`config.mk`:
```
export PLATFORM = sky130hd
export DESIGN_NAME = sram_write_arbiter_flat
export DESIGN_NICKNAME = d
export VERILOG_FILES = /design/src/rtl/sram_write_arbiter_if.sv /design/src/rtl/sram_write_arbiter.sv /design/src/flat_wrapper.sv
export SDC_FILE = /design/constraint.sdc
export NUM_CORES = 1
export LEC_CHECK = 0
export BUFFER_PORTS_ARGS = -buffer_cell sky130_fd_sc_hd__buf_2
export CAP_MARGIN = 20
export CELL_PAD_IN_SITES_DETAIL_PLACEMENT = 1
export CELL_PAD_IN_SITES_GLOBAL_PLACEMENT = 1
export CORE_AREA = 2 2 141 143
export CTS_CLUSTER_SIZE = 16
export DETAILED_ROUTE_END_ITERATION = 6
export DIE_AREA = 0 0 143 145
export PLACE_DENSITY = 0.74
export SETUP_SLACK_MARGIN = 0.5
export SYNTH_ARGS = -nofsm -noshare
export SYNTH_HDL_FRONTEND = slang
export SYNTH_SLANG_ARGS = --single-unit
```
`constraint.sdc`:
```
create_clock -name Clk_In -period 2.9 [get_ports Clk_In]
set_input_delay 0.29 -clock Clk_In [delete_from_list [all_inputs] [get_ports Clk_In]]
set_output_delay 0.29 -clock Clk_In [all_outputs]
set_load 0.01 [all_outputs]
```
`src/rtl/sram_write_arbiter_if.sv`:
```
// Bundles the four write requesters and the two registered SRAM write ports.
// The arbiter uses the slave view; the requester/SRAM side uses the master view.
interface sram_write_arbiter_if;
    logic [3:0]   Req_In;
    logic [31:0]  Addr_In;
    logic [127:0] Data_In;
    logic [3:0]   Grant_Out;
    logic [31:0]  Port_W_A_Data_Out;
    logic [7:0]   Port_W_A_Address_Out;
    logic         Port_W_A_Write_Enable_Out;
    logic [31:0]  Port_W_B_Data_Out;
    logic [7:0]   Port_W_B_Address_Out;
    logic         Port_W_B_Write_Enable_Out;
    logic [1:0]   Rr_Pointer_Out;

    modport slave (
        input  Req_In, Addr_In, Data_In,
        output Grant_Out,
        output Port_W_A_Data_Out, Port_W_A_Address_Out, Port_W_A_Write_Enable_Out,
        output Port_W_B_Data_Out, Port_W_B_Address_Out, Port_W_B_Write_Enable_Out,
        output Rr_Pointer_Out
    );

    modport master (
        output Req_In, Addr_In, Data_In,
        input  Grant_Out,
        input  Port_W_A_Data_Out, Port_W_A_Address_Out, Port_W_A_Write_Enable_Out,
        input  Port_W_B_Data_Out, Port_W_B_Address_Out, Port_W_B_Write_Enable_Out,
        input  Rr_Pointer_Out
    );
endinterface

```
`src/rtl/sram_write_arbiter.sv`:
```
// Round-robin arbiter granting up to two of four write requesters onto SRAM ports A and B.
// Define WRITE_ADDRESS_COLLISION_CHECK_EN to stop port B from taking port A's address.
module sram_write_arbiter (
    input  logic                  Clk_In,
    input  logic                  Reset_In,
    sram_write_arbiter_if.slave   bus
);

    logic [7:0]  reqAddr [4];
    logic [31:0] reqData [4];

    logic [1:0]  rrPtr_q, rrPtr_d;
    logic        weA_q, weB_q;
    logic [7:0]  addrA_q, addrB_q;
    logic [31:0] dataA_q, dataB_q;

    logic [3:0]  grant;
    logic        aValid, bValid;
    logic [1:0]  aIdx, bIdx;

    always_comb begin
        for (int i = 0; i < 4; i++) begin
            reqAddr[i] = bus.Addr_In[8*i +: 8];
            reqData[i] = bus.Data_In[32*i +: 32];
        end
    end

    // Walk the requesters starting at the pointer; first hit takes A, next eligible hit takes B.
    always_comb begin
        logic [1:0] idx;
        logic       bBlocked;
        grant    = '0;
        aValid   = 1'b0;
        bValid   = 1'b0;
        aIdx     = '0;
        bIdx     = '0;
        idx      = '0;
        bBlocked = 1'b0;
        for (int k = 0; k < 4; k++) begin
            idx = rrPtr_q + 2'(k);
`ifdef WRITE_ADDRESS_COLLISION_CHECK_EN
            bBlocked = (reqAddr[idx] == reqAddr[aIdx]);
`else
            bBlocked = 1'b0;
`endif
            if (bus.Req_In[idx]) begin
                if (!aValid) begin
                    aValid     = 1'b1;
                    aIdx       = idx;
                    grant[idx] = 1'b1;
                end else if (!bValid && !bBlocked) begin
                    bValid     = 1'b1;
                    bIdx       = idx;
                    grant[idx] = 1'b1;
                end
            end
        end
    end

    always_comb begin
        rrPtr_d = rrPtr_q;
        if (aValid) begin
            rrPtr_d = (bValid ? bIdx : aIdx) + 2'd1;
        end
    end

    // A port without a grant drops its enable but keeps its last address and data.
    always_ff @(posedge Clk_In or posedge Reset_In) begin
        if (Reset_In) begin
            rrPtr_q <= '0;
            weA_q   <= 1'b0;
            weB_q   <= 1'b0;
            addrA_q <= '0;
            addrB_q <= '0;
            dataA_q <= '0;
            dataB_q <= '0;
        end else begin
            rrPtr_q <= rrPtr_d;
            weA_q   <= aValid;
            weB_q   <= bValid;
            if (aValid) begin
                addrA_q <= reqAddr[aIdx];
                dataA_q <= reqData[aIdx];
            end
            if (bValid) begin
                addrB_q <= reqAddr[bIdx];
                dataB_q <= reqData[bIdx];
            end
        end
    end

    assign bus.Grant_Out                 = Reset_In ? 4'b0000 : grant;
    assign bus.Port_W_A_Data_Out         = dataA_q;
    assign bus.Port_W_A_Address_Out      = addrA_q;
    assign bus.Port_W_A_Write_Enable_Out = weA_q;
    assign bus.Port_W_B_Data_Out         = dataB_q;
    assign bus.Port_W_B_Address_Out      = addrB_q;
    assign bus.Port_W_B_Write_Enable_Out = weB_q;
    assign bus.Rr_Pointer_Out            = rrPtr_q;

endmodule

```
`src/flat_wrapper.sv`:
```
// flat-port wrapper written by rule: the top's interface ports become plain ports
module sram_write_arbiter_flat 
  (Clk_In, Reset_In, bus_Req_In, bus_Addr_In, bus_Data_In, bus_Grant_Out, bus_Port_W_A_Data_Out, bus_Port_W_A_Address_Out, bus_Port_W_A_Write_Enable_Out, bus_Port_W_B_Data_Out, bus_Port_W_B_Address_Out, bus_Port_W_B_Write_Enable_Out, bus_Rr_Pointer_Out);
  sram_write_arbiter_if bus_i ();
  input  logic Clk_In;
  input  logic Reset_In;
  input wire logic [$bits(bus_i.Req_In)-1:0] bus_Req_In;
  input wire logic [$bits(bus_i.Addr_In)-1:0] bus_Addr_In;
  input wire logic [$bits(bus_i.Data_In)-1:0] bus_Data_In;
  output wire logic [$bits(bus_i.Grant_Out)-1:0] bus_Grant_Out;
  output wire logic [$bits(bus_i.Port_W_A_Data_Out)-1:0] bus_Port_W_A_Data_Out;
  output wire logic [$bits(bus_i.Port_W_A_Address_Out)-1:0] bus_Port_W_A_Address_Out;
  output wire logic [$bits(bus_i.Port_W_A_Write_Enable_Out)-1:0] bus_Port_W_A_Write_Enable_Out;
  output wire logic [$bits(bus_i.Port_W_B_Data_Out)-1:0] bus_Port_W_B_Data_Out;
  output wire logic [$bits(bus_i.Port_W_B_Address_Out)-1:0] bus_Port_W_B_Address_Out;
  output wire logic [$bits(bus_i.Port_W_B_Write_Enable_Out)-1:0] bus_Port_W_B_Write_Enable_Out;
  output wire logic [$bits(bus_i.Rr_Pointer_Out)-1:0] bus_Rr_Pointer_Out;
  assign bus_i.Req_In = bus_Req_In;
  assign bus_i.Addr_In = bus_Addr_In;
  assign bus_i.Data_In = bus_Data_In;
  assign bus_Grant_Out = bus_i.Grant_Out;
  assign bus_Port_W_A_Data_Out = bus_i.Port_W_A_Data_Out;
  assign bus_Port_W_A_Address_Out = bus_i.Port_W_A_Address_Out;
  assign bus_Port_W_A_Write_Enable_Out = bus_i.Port_W_A_Write_Enable_Out;
  assign bus_Port_W_B_Data_Out = bus_i.Port_W_B_Data_Out;
  assign bus_Port_W_B_Address_Out = bus_i.Port_W_B_Address_Out;
  assign bus_Port_W_B_Write_Enable_Out = bus_i.Port_W_B_Write_Enable_Out;
  assign bus_Rr_Pointer_Out = bus_i.Rr_Pointer_Out;
  sram_write_arbiter u_core (.Clk_In(Clk_In), .Reset_In(Reset_In), .bus(bus_i));
endmodule
```
==> reports/metrics.yaml, run 1 <==
setup_path:
  crit_buf_inv: 4
  path_cells: "buf_12 > mux2_4 > mux2i_4 > inv_2 > ha_4 > nand2_4 > o41ai_4 > a311oi_4 > buf_6 > clkbuf_16 > mux2_2 > o21ai_1"
  required_ns: 3.17
  endpoint_kind: "register"
  critPathSlowestCell: "dfrtp_2"
  path_delay_family: "multiplexers"
  cp.arrival_ns: 3.04
  worstSetupPathType: "reg -> reg"
  max_stage_delay_ns: 0.46
  cp_max_fo: 6
  worstSetupStartpointType: "register"
routing:
  vias: 6087
  ant_nets: 0
  avgRoutedWirePerCell_um: 21.07
  drc: 0
  drtIter0Drc: 199
  first_pass_iters: 5
  drt_wl_total_mm: 24.42
  vias_per_cell: 5.252
clock_network:
  root_buffer: "clkbuf_16"
  cts_tree: "yes"
  cts_sinks: 84
  clkTransAtPathRegs_ns: 0.06
  clockBufferDepth: 2
  clock_latency_ns: 0.35
  htreeDepth: 3
  cts_buffers: 9
logic_synthesis:
  synth_cell_types: 49
  synth-seq-area-share_pct: 33.83
  avgSynthCellArea_um2: 10.05
  syn_nets: 791
  ys_ff_latch: 84
  synth-edff-count: 0
  synthFlopType: "dfrtp_1"
  async_reset_ff_share_pct: 100.0
  synthCells: 618
  synth.yosys.warnings: 0
  synth_area_um2: 6213
global_routing:
  grt_max_degree: 85
  globalRouteMet1Util_pct: 26.58
  gr-usage-met2_pct: 37.44
  grt_pass1_wl_mm: 35.48
  first_global_vias: 6420
  grt_use_met3_pct: 4.851
  antenna_found_initial: 1
  overflow: 0
  top_usage_layer: "met2"
  grtUsageTotal_pct: 21.70
sta:
  slew_headroom_pct: 59.32
  rsz0062_at_grt: "true"
  finalMaxSlewViolations: 0
  setup_slack_ns: 0.1228
  period_share_pct: 95.77
  fmax_mhz: 360.1
  setup_viol: 0
  layout_min_cycle_time_ns: 2.777
  setup-tns-final_ns: 0
  fin_worst_skew_ns: 0.007594
  tightest_slew_ns: 0.6102
  hold_viol: 0
cells_and_area:
  fin_nets: 1061
  stdcell_area_um2: 9101
  area_growth_pct: 46.48
  drive_above_1_share_pct: 48.49
  final_cell_mix: "buf_2, mux2i_1, nand2_1, dfrtp_1, o221ai_1"
  final_common_cell: "buf_2"
pwr:
  cellPowerDensity_nw_per_um2: 1551
  peakVddDrop_uv: 670.0
  p_leak_nw: 4.412
placed_design:
  dpl_cell_area_um2: 7796
  dp_slack_ns: 0.09361
  gp_congestion: 0.7970
  dp_hpwl_mm: 15.36
  io_buffers: 253
floorplanning:
  initial_core_util_pct: 32.35
  die_h_um: 145
  core-area_um2: 19210
  dieWidth_um: 143
  io-pin-count: 254
  row_count: 51
  dieArea_um2: 20740
run_status:
  status: "finished, final reports clean"
job:
  maxCapViolations: 0
min_path:
  min_path_type: "in -> async"
==> synthesized netlist by cell type, drive strengths merged (2+ instances only) <==
| master | number | share of area (%) |
|---|---|---|
| mux2i | 168 | 28 |
| nand2 | 95 | 5.7 |
| dfrtp | 84 | 34 |
| o21ai | 46 | 3.7 |
| mux2 | 42 | 7.6 |
| o221ai | 41 | 5.8 |
| buf | 37 | 4.5 |
| clkbuf | 19 | 1.3 |
| a21oi | 18 | 1.6 |
| nor2 | 11 | 0.66 |
| ha | 7 | 1.4 |
| inv | 7 | 0.42 |
| a222oi | 4 | 0.64 |
| nand3 | 4 | 0.32 |
| nor3b | 4 | 0.56 |
| a211oi | 2 | 0.32 |
| a31oi | 2 | 0.44 |
| nor3 | 2 | 0.16 |
| o211ai | 2 | 0.24 |
| o22ai | 2 | 0.20 |
| o311ai | 2 | 0.28 |
| o31ai | 2 | 0.24 |
| or2 | 2 | 0.20 |
| xnor2 | 2 | 0.28 |
==> repair_timing <==
action,CTS,global route
pin swaps,4,34
hold buffers,0,0
buffers inserted,13,12
gates resized for setup,15,76
cloned,7,8
setup endpoints to repair,86,86
==> registers in the layout, indices dropped and copies added, names as in the netlist <==
signal	cells
u_core.bus.Port_W_B_Address_Out	8
u_core.bus.Port_W_B_Data_Out	32
u_core.bus.Port_W_A_Write_Enable_Out	1
u_core.bus.Rr_Pointer_Out	2
u_core.bus.Port_W_A_Address_Out	8
u_core.bus.Port_W_A_Data_Out	32
u_core.bus.Port_W_B_Write_Enable_Out	1
==> worst min-delay path, stage by stage <==
cell and delay [ns]:
buf_2 0.15, clkinvlp_4 0.09, buf_12 0.38
==> path summary, 6_finish.rpt <==
path,startpoint,endpoint,slack (ns),depth (start not counted)
worst max-delay path,u_core.bus.Rr_Pointer_Out[0]$_DFFE_PP0P_,u_core.bus.Port_W_A_Data_Out[15]$_DFFE_PP0P_,0.12,12
worst min-delay path,Reset_In,u_core.bus.Port_W_B_Write_Enable_Out$_DFF_PP0_,0.14,3
worst max register to register,u_core.bus.Rr_Pointer_Out[0]$_DFFE_PP0P_,u_core.bus.Port_W_A_Data_Out[15]$_DFFE_PP0P_,0.12,12
worst min register to register,u_core.bus.Port_W_A_Data_Out[29]$_DFFE_PP0P_,u_core.bus.Port_W_A_Data_Out[29]$_DFFE_PP0P_,0.47,2
max in group asynchronous,Reset_In,u_core.bus.Port_W_A_Address_Out[6]$_DFFE_PP0P_,2.39,3
min in group Clk_In,bus_Addr_In[28],u_core.bus.Port_W_B_Address_Out[4]$_DFFE_PP0N_,0.26,3
==> per-layer routing <==
layer	part of all wire, %	wire, um
met5	0	0
met4	2.1	518
met3	5.3	1303
met2	50	12290
met1	42	10310
==> power breakdown <==
part | switching (mW) | internal [mW] | total, mW
combinational | 5.04 | 5.63 | 10.7
clock | 0.504 | 0.782 | 1.29
sequential | 0.340 | 1.82 | 2.16
total | 5.89 | 8.23 | 14.1
==> stage by stage <==
step / std cells / util [%] / hold WS (ns) / power [mW]
global route: 1159 / 47.38 / 0.1889 / 14.89
floorplan: 618 / - / 0.5162 / 7.825
detailed placement: 1102 / 40.59 / 0.4674 / 9.650
finish: 1159 / 47.38 / 0.1391 / 14.11
CTS: 1138 / 44.23 / 0.1361 / 12.32
global placement: 1102 / 40.59 / 0.4616 / 9.462
==> layout make-up <==
cell class	instances	area [um^2]
Inverter	7	40.04
Clock inverter	5	83.83
Antenna cell	1	2.502
Sequential cell	84	2103
Fill cell	2195	10110
Tap cell	265	331.6
Multi-Input combinational cell	471	4076
Clock buffer	11	242.7
Timing Repair Buffer	315	2221
==> kinds of logic (layout without fill, tap and decap cells) <==
kind of cell             Yosys count  count (layout)  synth area share [%]
XOR/XNOR                           2               2                0.2820
adder cells (fa/ha/maj)            7               7                 1.410
buffers and inverters             63             338                 6.162
other                              0               1                     0
AND/OR/NAND/NOR                  124             124                 8.277
flip-flops                        84              84                 33.83
multiplexers                     211             211                 35.50
AO/OA/AOI/OAI                    127             127                 14.54
No activity file was read; power rests on OpenSTA's default activity.
==> run 2, diff against run 1 <==
--- a/config.mk
+++ b/config.mk
@@ -5,7 +5,7 @@
 export SDC_FILE = /design/constraint.sdc
 export NUM_CORES = 1
 export LEC_CHECK = 0
-export BUFFER_PORTS_ARGS = -buffer_cell sky130_fd_sc_hd__buf_2
+export BUFFER_PORTS_ARGS = -buffer_cell sky130_fd_sc_hd__buf_4
 export CAP_MARGIN = 20
 export CELL_PAD_IN_SITES_DETAIL_PLACEMENT = 1
 export CELL_PAD_IN_SITES_GLOBAL_PLACEMENT = 1
@@ -13,6 +13,7 @@
 export CTS_CLUSTER_SIZE = 16
 export DETAILED_ROUTE_END_ITERATION = 6
 export DIE_AREA = 0 0 143 145
+export MAX_ROUTING_LAYER = met4
 export PLACE_DENSITY = 0.74
 export SETUP_SLACK_MARGIN = 0.5
 export SYNTH_ARGS = -nofsm -noshare
==> run 2 against run 1 <==
Net effect:
- combinational power up 7%
- routed wire length up 5.2%
- first-iteration DRC count up 46%
- count of clock-buffer cells in the layout unchanged
- register-to-register slack about the same
- worst hold slack better by 0.12 ns
- setup slack worse by 0.0090 ns
- clock power about the same
- final cell count up 0.78%
- non-clock buffer count up 10
- total power up 6.4%
- critical path depth down 4
- critical endpoint is now bus_Grant_Out[2]
- largest cell class unchanged
==> reports/metrics.yaml, run 2 (synthesis gave the netlist of run 1 again) <==
global_routing:
  grt_max_degree: 37  # was 85
  first_global_vias: 6894  # was 6420
  top_usage_layer: "met2"  # unchanged
  grtUsageTotal_pct: 25.22  # was 21.70%
  grt_pass1_wl_mm: 39.13  # was 35.48 mm
  overflow: 0  # unchanged
  grt_use_met3_pct: 5.446  # was 4.851%
  gr-usage-met2_pct: 42.03  # was 37.44%
  antenna_found_initial: 0  # was 1
  globalRouteMet1Util_pct: 30.09  # was 26.58%
min_path:
  min_path_type: "in -> reg"  # was in -> async
sta:
  hold_viol: 0  # unchanged
  fin_worst_skew_ns: 0.005826  # was 0.007594 ns
  setup_viol: 0  # unchanged
  setup_slack_ns: 0.1137  # was 0.1228 ns
  period_share_pct: 96.08  # was 95.77%
  fmax_mhz: 358.9  # was 360.1 MHz
  tightest_slew_ns: 0.4574  # was 0.6102 ns
  rsz0062_at_grt: "true"  # unchanged
  slew_headroom_pct: 69.51  # was 59.32%
  finalMaxSlewViolations: 0  # unchanged
  setup-tns-final_ns: 0  # unchanged
  hold_slack_ns: 0.2550  # was 0.1391 ns
  layout_min_cycle_time_ns: 2.786  # was 2.777 ns
placed_design:
  dp_slack_ns: 0.03813  # was 0.09361 ns
  dp_hpwl_mm: 16.34  # was 15.36 mm
  dpl_cell_area_um2: 8467  # was 7796 um^2
  post-place-cells: 1107  # was 1102
  gp_congestion: 0.8464  # was 0.7970
  io_buffers: 253  # unchanged
pwr:
  peakVddDrop_uv: 554.3  # was 670.0 uV
  power_mw: 15.01  # was 14.11 mW
  cellPowerDensity_nw_per_um2: 1527  # was 1551 nW/um^2
  p_leak_nw: 4.678  # was 4.412 nW
clock_network:
  cts_tree: "yes"  # unchanged
  root_buffer: "clkbuf_16"  # unchanged
  htreeDepth: 3  # unchanged
  cts_sinks: 84  # unchanged
  clock_latency_ns: 0.35  # about the same
  cts_buffers: 9  # unchanged
  clockBufferDepth: 2  # unchanged
  clkTransAtPathRegs_ns: 0.06  # about the same
routing:
  ant_nets: 0  # unchanged
  drc: 0  # unchanged
  avgRoutedWirePerCell_um: 21.99  # was 21.07 um
  vias_per_cell: 5.298  # was 5.252
  vias: 6188  # was 6087
  drtIter0Drc: 291  # was 199
  drt_wl_total_mm: 25.69  # was 24.42 mm
  first_pass_iters: 6  # was 5
floorplanning:
  io-pin-count: 254  # unchanged
  dieArea_um2: 20740  # unchanged
  core-area_um2: 19210  # unchanged
  row_count: 51  # unchanged
  dieWidth_um: 143  # unchanged
  die_h_um: 145  # unchanged
  initial_core_util_pct: 32.35  # unchanged
cells_and_area:
  stdcell_area_um2: 9832  # was 9101 um^2
  final_cell_mix: "buf_4, mux2i_1, nand2_1, dfrtp_1, o221ai_1"  # was buf_2, mux2i_1, nand2_1, dfrtp_1, o221ai_1
  antennaDiodeCount: 0  # was 1
  drive_above_1_share_pct: 49.28  # was 48.49%
  fin_cells: 1168  # was 1159
  fin_nets: 1072  # was 1061
  postLayoutCoreUtil_pct: 51.19  # was 47.38%
  final_common_cell: "buf_4"  # was buf_2
  area_growth_pct: 58.24  # was 46.48%
setup_path:
  worstSetupStartpointType: "register"  # unchanged
  endpoint_kind: "output pin"  # was register
  required_ns: 2.61  # was 3.17 ns
  worstSetupPathType: "reg -> out"  # was reg -> reg
  cp_max_fo: 8  # was 6
  cp.arrival_ns: 2.50  # was 3.04 ns
job:
  maxCapViolations: 0  # unchanged
run_status:
  status: "finished, final reports clean"  # unchanged
==> run 2: path summary, 6_finish.rpt <==
kind	startpoint	end	slack, ns	cells past startpoint
worst max-delay path	u_core.bus.Rr_Pointer_Out[0]$_DFFE_PP0P_	bus_Grant_Out[2]	0.11	8
worst min-delay path	bus_Data_In[76]	u_core.bus.Port_W_B_Data_Out[12]$_DFFE_PP0N_	0.26	3
worst max register to register	u_core.bus.Rr_Pointer_Out[0]$_DFFE_PP0P_	u_core.bus.Rr_Pointer_Out[1]$_DFFE_PP0P_	0.12	11
worst min register to register	u_core.bus.Port_W_A_Data_Out[29]$_DFFE_PP0P_	u_core.bus.Port_W_A_Data_Out[29]$_DFFE_PP0P_	0.48	2
max in group asynchronous	Reset_In	u_core.bus.Port_W_A_Data_Out[26]$_DFFE_PP0P_	1.75	4
min in group asynchronous	Reset_In	u_core.bus.Port_W_B_Write_Enable_Out$_DFF_PP0_	0.53	3
==> run 2: final cells by class <==
class / instances / area, um^2
inverter: 7 / 45.04
clock buffer: 11 / 242.7
multi-input combinational: 472 / 4040
clock inverter: 4 / 73.82
fill: 2125 / 9375
timing repair buffer: 325 / 2995
sequential: 84 / 2103
tap: 265 / 331.6
==> run 2: repair_timing <==
item                                   in CTS  in global routing
pin swaps                                  18                 20
endpoints found under the hold margin      11                  0
buffers inserted                           24                  7
gates cloned                               12                  2
hold buffers                                1                  0
resized for setup                          37                 50
setup endpoints to repair                  86                 86
==> run 2: layer usage <==
layer / share of wire [%] / vias up
met3: 5.7 / 44
met4: 3.1 / 0
li1: - / 2862
met1: 41 / 3082
met5: 0 / -
met2: 50 / 200
==> run 2: power by group <==
group	switching [mW]	total [mW]	leakage (nW)	internal, mW
Combinational	5.22	11.5	3.53	6.30
Sequential	0.395	2.21	0.989	1.82
Clock	0.510	1.29	0.156	0.775
Total	6.12	15.0	4.68	8.89
==> run 2: worst max-delay path: stages (launching register included) <==
cell	delay, ns
dfrtp_2	0.49
inv_4	0.06
ha_4	0.35
mux2i_4	0.30
mux2i_4	0.11
buf_6	0.16
a222oi_1	0.43
a21oi_2	0.10
buf_4	0.15
==> run 3, diff against run 2 <==
--- a/config.mk
+++ b/config.mk
@@ -9,10 +9,10 @@
 export CAP_MARGIN = 20
 export CELL_PAD_IN_SITES_DETAIL_PLACEMENT = 1
 export CELL_PAD_IN_SITES_GLOBAL_PLACEMENT = 1
-export CORE_AREA = 2 2 141 143
+export CORE_AREA = 2 2 157 128
 export CTS_CLUSTER_SIZE = 16
 export DETAILED_ROUTE_END_ITERATION = 6
-export DIE_AREA = 0 0 143 145
+export DIE_AREA = 0 0 159 130
 export MAX_ROUTING_LAYER = met4
 export PLACE_DENSITY = 0.74
 export SETUP_SLACK_MARGIN = 0.5
==> run 3 against run 2 <==
Net effect:
- final cell count grew 0.94%
- core utilization grew 1.3 points
- routed wire length grew 3.8%
- critical endpoint is now u_core.bus.Port_W_A_Data_Out[12]$_DFFE_PP0P_
- highest routed layer unchanged
- cell area grew 3.3%
- non-clock buffer count grew 12
- sequential share of layout area shrank 0.68 points
- via count grew 0.95%
- sequential power is essentially flat
==> reports/metrics.yaml, run 3 (synthesis gave the netlist of run 1 again) <==
global_routing:
  grtUsageTotal_pct: 25.00  # was 25.22%
  grt_use_met3_pct: 6.039  # was 5.446%
  grt_max_degree: 44  # was 37
  globalRouteMet1Util_pct: 30.81  # was 30.09%
  top_usage_layer: "met2"  # unchanged
  gr-usage-met2_pct: 41.87  # was 42.03%
  antenna_found_initial: 0  # unchanged
  grt_pass1_wl_mm: 38.75  # was 39.13 mm
  first_global_vias: 6663  # was 6894
  overflow: 0  # unchanged
clock_network:
  clkTransAtPathRegs_ns: 0.07  # was 0.06 ns
  cts_sinks: 84  # unchanged
  root_buffer: "clkbuf_16"  # unchanged
  cts_tree: "yes"  # unchanged
  htreeDepth: 3  # unchanged
  cts_buffers: 9  # unchanged
  clock_latency_ns: 0.35  # about the same
  clockBufferDepth: 2  # unchanged
sta:
  finalMaxSlewViolations: 0  # unchanged
  hold_slack_ns: 0.2488  # was 0.2550 ns
  setup-tns-final_ns: 0  # unchanged
  tightest_slew_ns: 0.5596  # was 0.4574 ns
  slew_headroom_pct: 62.69  # was 69.51%
  rsz0062_at_grt: "true"  # unchanged
  layout_min_cycle_time_ns: 2.836  # was 2.786 ns
  fmax_mhz: 352.6  # was 358.9 MHz
  period_share_pct: 97.78  # was 96.08%
  fin_worst_skew_ns: 0.01083  # was 0.005826 ns
  hold_viol: 0  # unchanged
  setup_viol: 0  # unchanged
cells_and_area:
  final_common_cell: "buf_4"  # unchanged
  antennaDiodeCount: 0  # unchanged
  final_cell_mix: "buf_4, mux2i_1, nand2_1, dfrtp_1"  # was buf_4, mux2i_1, nand2_1, dfrtp_1, o221ai_1
  fin_nets: 1083  # was 1072
  drive_above_1_share_pct: 52.68  # was 49.28%
  area_growth_pct: 63.51  # was 58.24%
job:
  maxCapViolations: 0  # unchanged
placed_design:
  gp_congestion: 0.8040  # was 0.8464
  dp_hpwl_mm: 16.69  # was 16.34 mm
  io_buffers: 253  # unchanged
routing:
  vias: 6247  # was 6188
  drtIter0Drc: 314  # was 291
  drc: 0  # unchanged
  drt_wl_total_mm: 26.68  # was 25.69 mm
  vias_per_cell: 5.299  # was 5.298
  ant_nets: 0  # unchanged
  avgRoutedWirePerCell_um: 22.63  # was 21.99 um
  first_pass_iters: 4  # was 6
floorplanning:
  dieWidth_um: 159  # was 143 um
  die_h_um: 130  # was 145 um
  initial_core_util_pct: 32.13  # was 32.35%
  io-pin-count: 254  # unchanged
  row_count: 46  # was 51
  core-area_um2: 19340  # was 19210 um^2
  dieArea_um2: 20670  # was 20740 um^2
setup_path:
  worstSetupStartpointType: "register"  # unchanged
  cp.arrival_ns: 3.12  # was 2.50 ns
  endpoint_kind: "register"  # was output pin
  critPathSlowestCell: "dfrtp_2"  # unchanged
  path_cells: "buf_6 > mux2_4 > mux2i_4 > inv_2 > buf_6 > ha_4 > o21ai_2 > a211oi_2 > a311oi_4 > buf_6 > buf_12 > buf_16 > mux2_4 > o21ai_2"  # was inv_4 > ha_4 > mux2i_4 > mux2i_4 > buf_6 > a222oi_1 > a21oi_2 > buf_4
  required_ns: 3.18  # was 2.61 ns
  worstSetupPathType: "reg -> reg"  # was reg -> out
  cp_max_fo: 8  # unchanged
  cpMostUsedCell: "buf_6"  # was mux2i_4
  max_stage_delay_ns: 0.43  # was 0.49 ns
run_status:
  status: "finished, final reports clean"  # unchanged
pwr:
  peakVddDrop_uv: 818.3  # was 554.3 uV
  cellPowerDensity_nw_per_um2: 1565  # was 1527 nW/um^2
  p_leak_nw: 4.856  # was 4.678 nW
min_path:
  min_path_type: "in -> reg"  # unchanged
## run 3: changes by cell type in the layout (fill, tap and decap cells not counted), moves of 5 or more
cell	delta
buf_6	+10
nand2_2	+5
o21ai_2	+9
mux2_2	-23
o221ai_2	+5
mux2_4	+24
o221ai_1	-5
o21ai_1	-8
## run 3: worst max-delay path, delay by kind of cell (launching register included)
family          cells  cell delay (ns)
compound gates      4             0.57
fa+ha+maj           1             0.14
mux                 3             0.79
buf+inv             6             0.83
flops               1             0.43
## run 3: final timing paths
check                                                             start                                              to  slack [ns]  cells past startpoint
max                            u_core.bus.Rr_Pointer_Out[0]$_DFFE_PP0P_    u_core.bus.Port_W_A_Data_Out[12]$_DFFE_PP0P_        0.06                     14
min                                                    bus_Data_In[115]    u_core.bus.Port_W_B_Data_Out[19]$_DFFE_PP0N_        0.25                      3
max reg2reg                    u_core.bus.Rr_Pointer_Out[0]$_DFFE_PP0P_    u_core.bus.Port_W_A_Data_Out[12]$_DFFE_PP0P_        0.06                     14
min reg2reg                u_core.bus.Port_W_A_Data_Out[26]$_DFFE_PP0P_    u_core.bus.Port_W_A_Data_Out[26]$_DFFE_PP0P_        0.49                      2
max in group asynchronous                                      Reset_In  u_core.bus.Port_W_B_Address_Out[5]$_DFFE_PP0N_        1.65                      4
min in group asynchronous                                      Reset_In    u_core.bus.Port_W_B_Data_Out[16]$_DFFE_PP0N_        0.47                      3
## run 3: through the flow
stage                     std cells  util (%)  cell area [um^2]  setup WS, ns  power, mW
after global placement         1106     43.83              8476        0.1124      10.12
after floorplan                 618         -              6317        0.2390      7.825
after CTS                      1160     49.64              9599        0.1426      14.40
final                          1179     52.54             10160       0.06424      15.90
after detailed placement       1106     43.83              8476       0.01470      10.29
after global routing           1179     52.54             10160      0.001074      16.69
## run 3: report_power, final
group / switching (mW) / internal [mW] / leakage, nW
logic: 5.54 / 6.86 / 3.71
clock network: 0.508 / 0.782 / 0.156
registers: 0.389 / 1.82 / 0.988
## run 3: cell type report
type | count | area [um^2]
clock buffers | 11 | 242.7
clock inverters | 5 | 85.08
fillers | 2106 | 9179
inverters | 7 | 45.04
multi-input cells | 471 | 4269
flip-flops and latches | 84 | 2105
well taps | 264 | 330.3
repair buffers | 337 | 3083
## run 3: what timing repair did
item / 4_1_cts / 5_1_grt
hold endpoints to repair: 4 / 0
gates resized for setup: 58 / 95
buffers inserted: 27 / 16
setup endpoints to repair: 86 / 86
hold buffers: 1 / 0
pin swaps: 18 / 28
cloned: 10 / 3
## run 3: routing by layer
layer	up-vias	wire (um)
li1	2892	-
met1	3061	11710
met2	247	12610
met3	47	1641
met4	0	719
met5	-	0
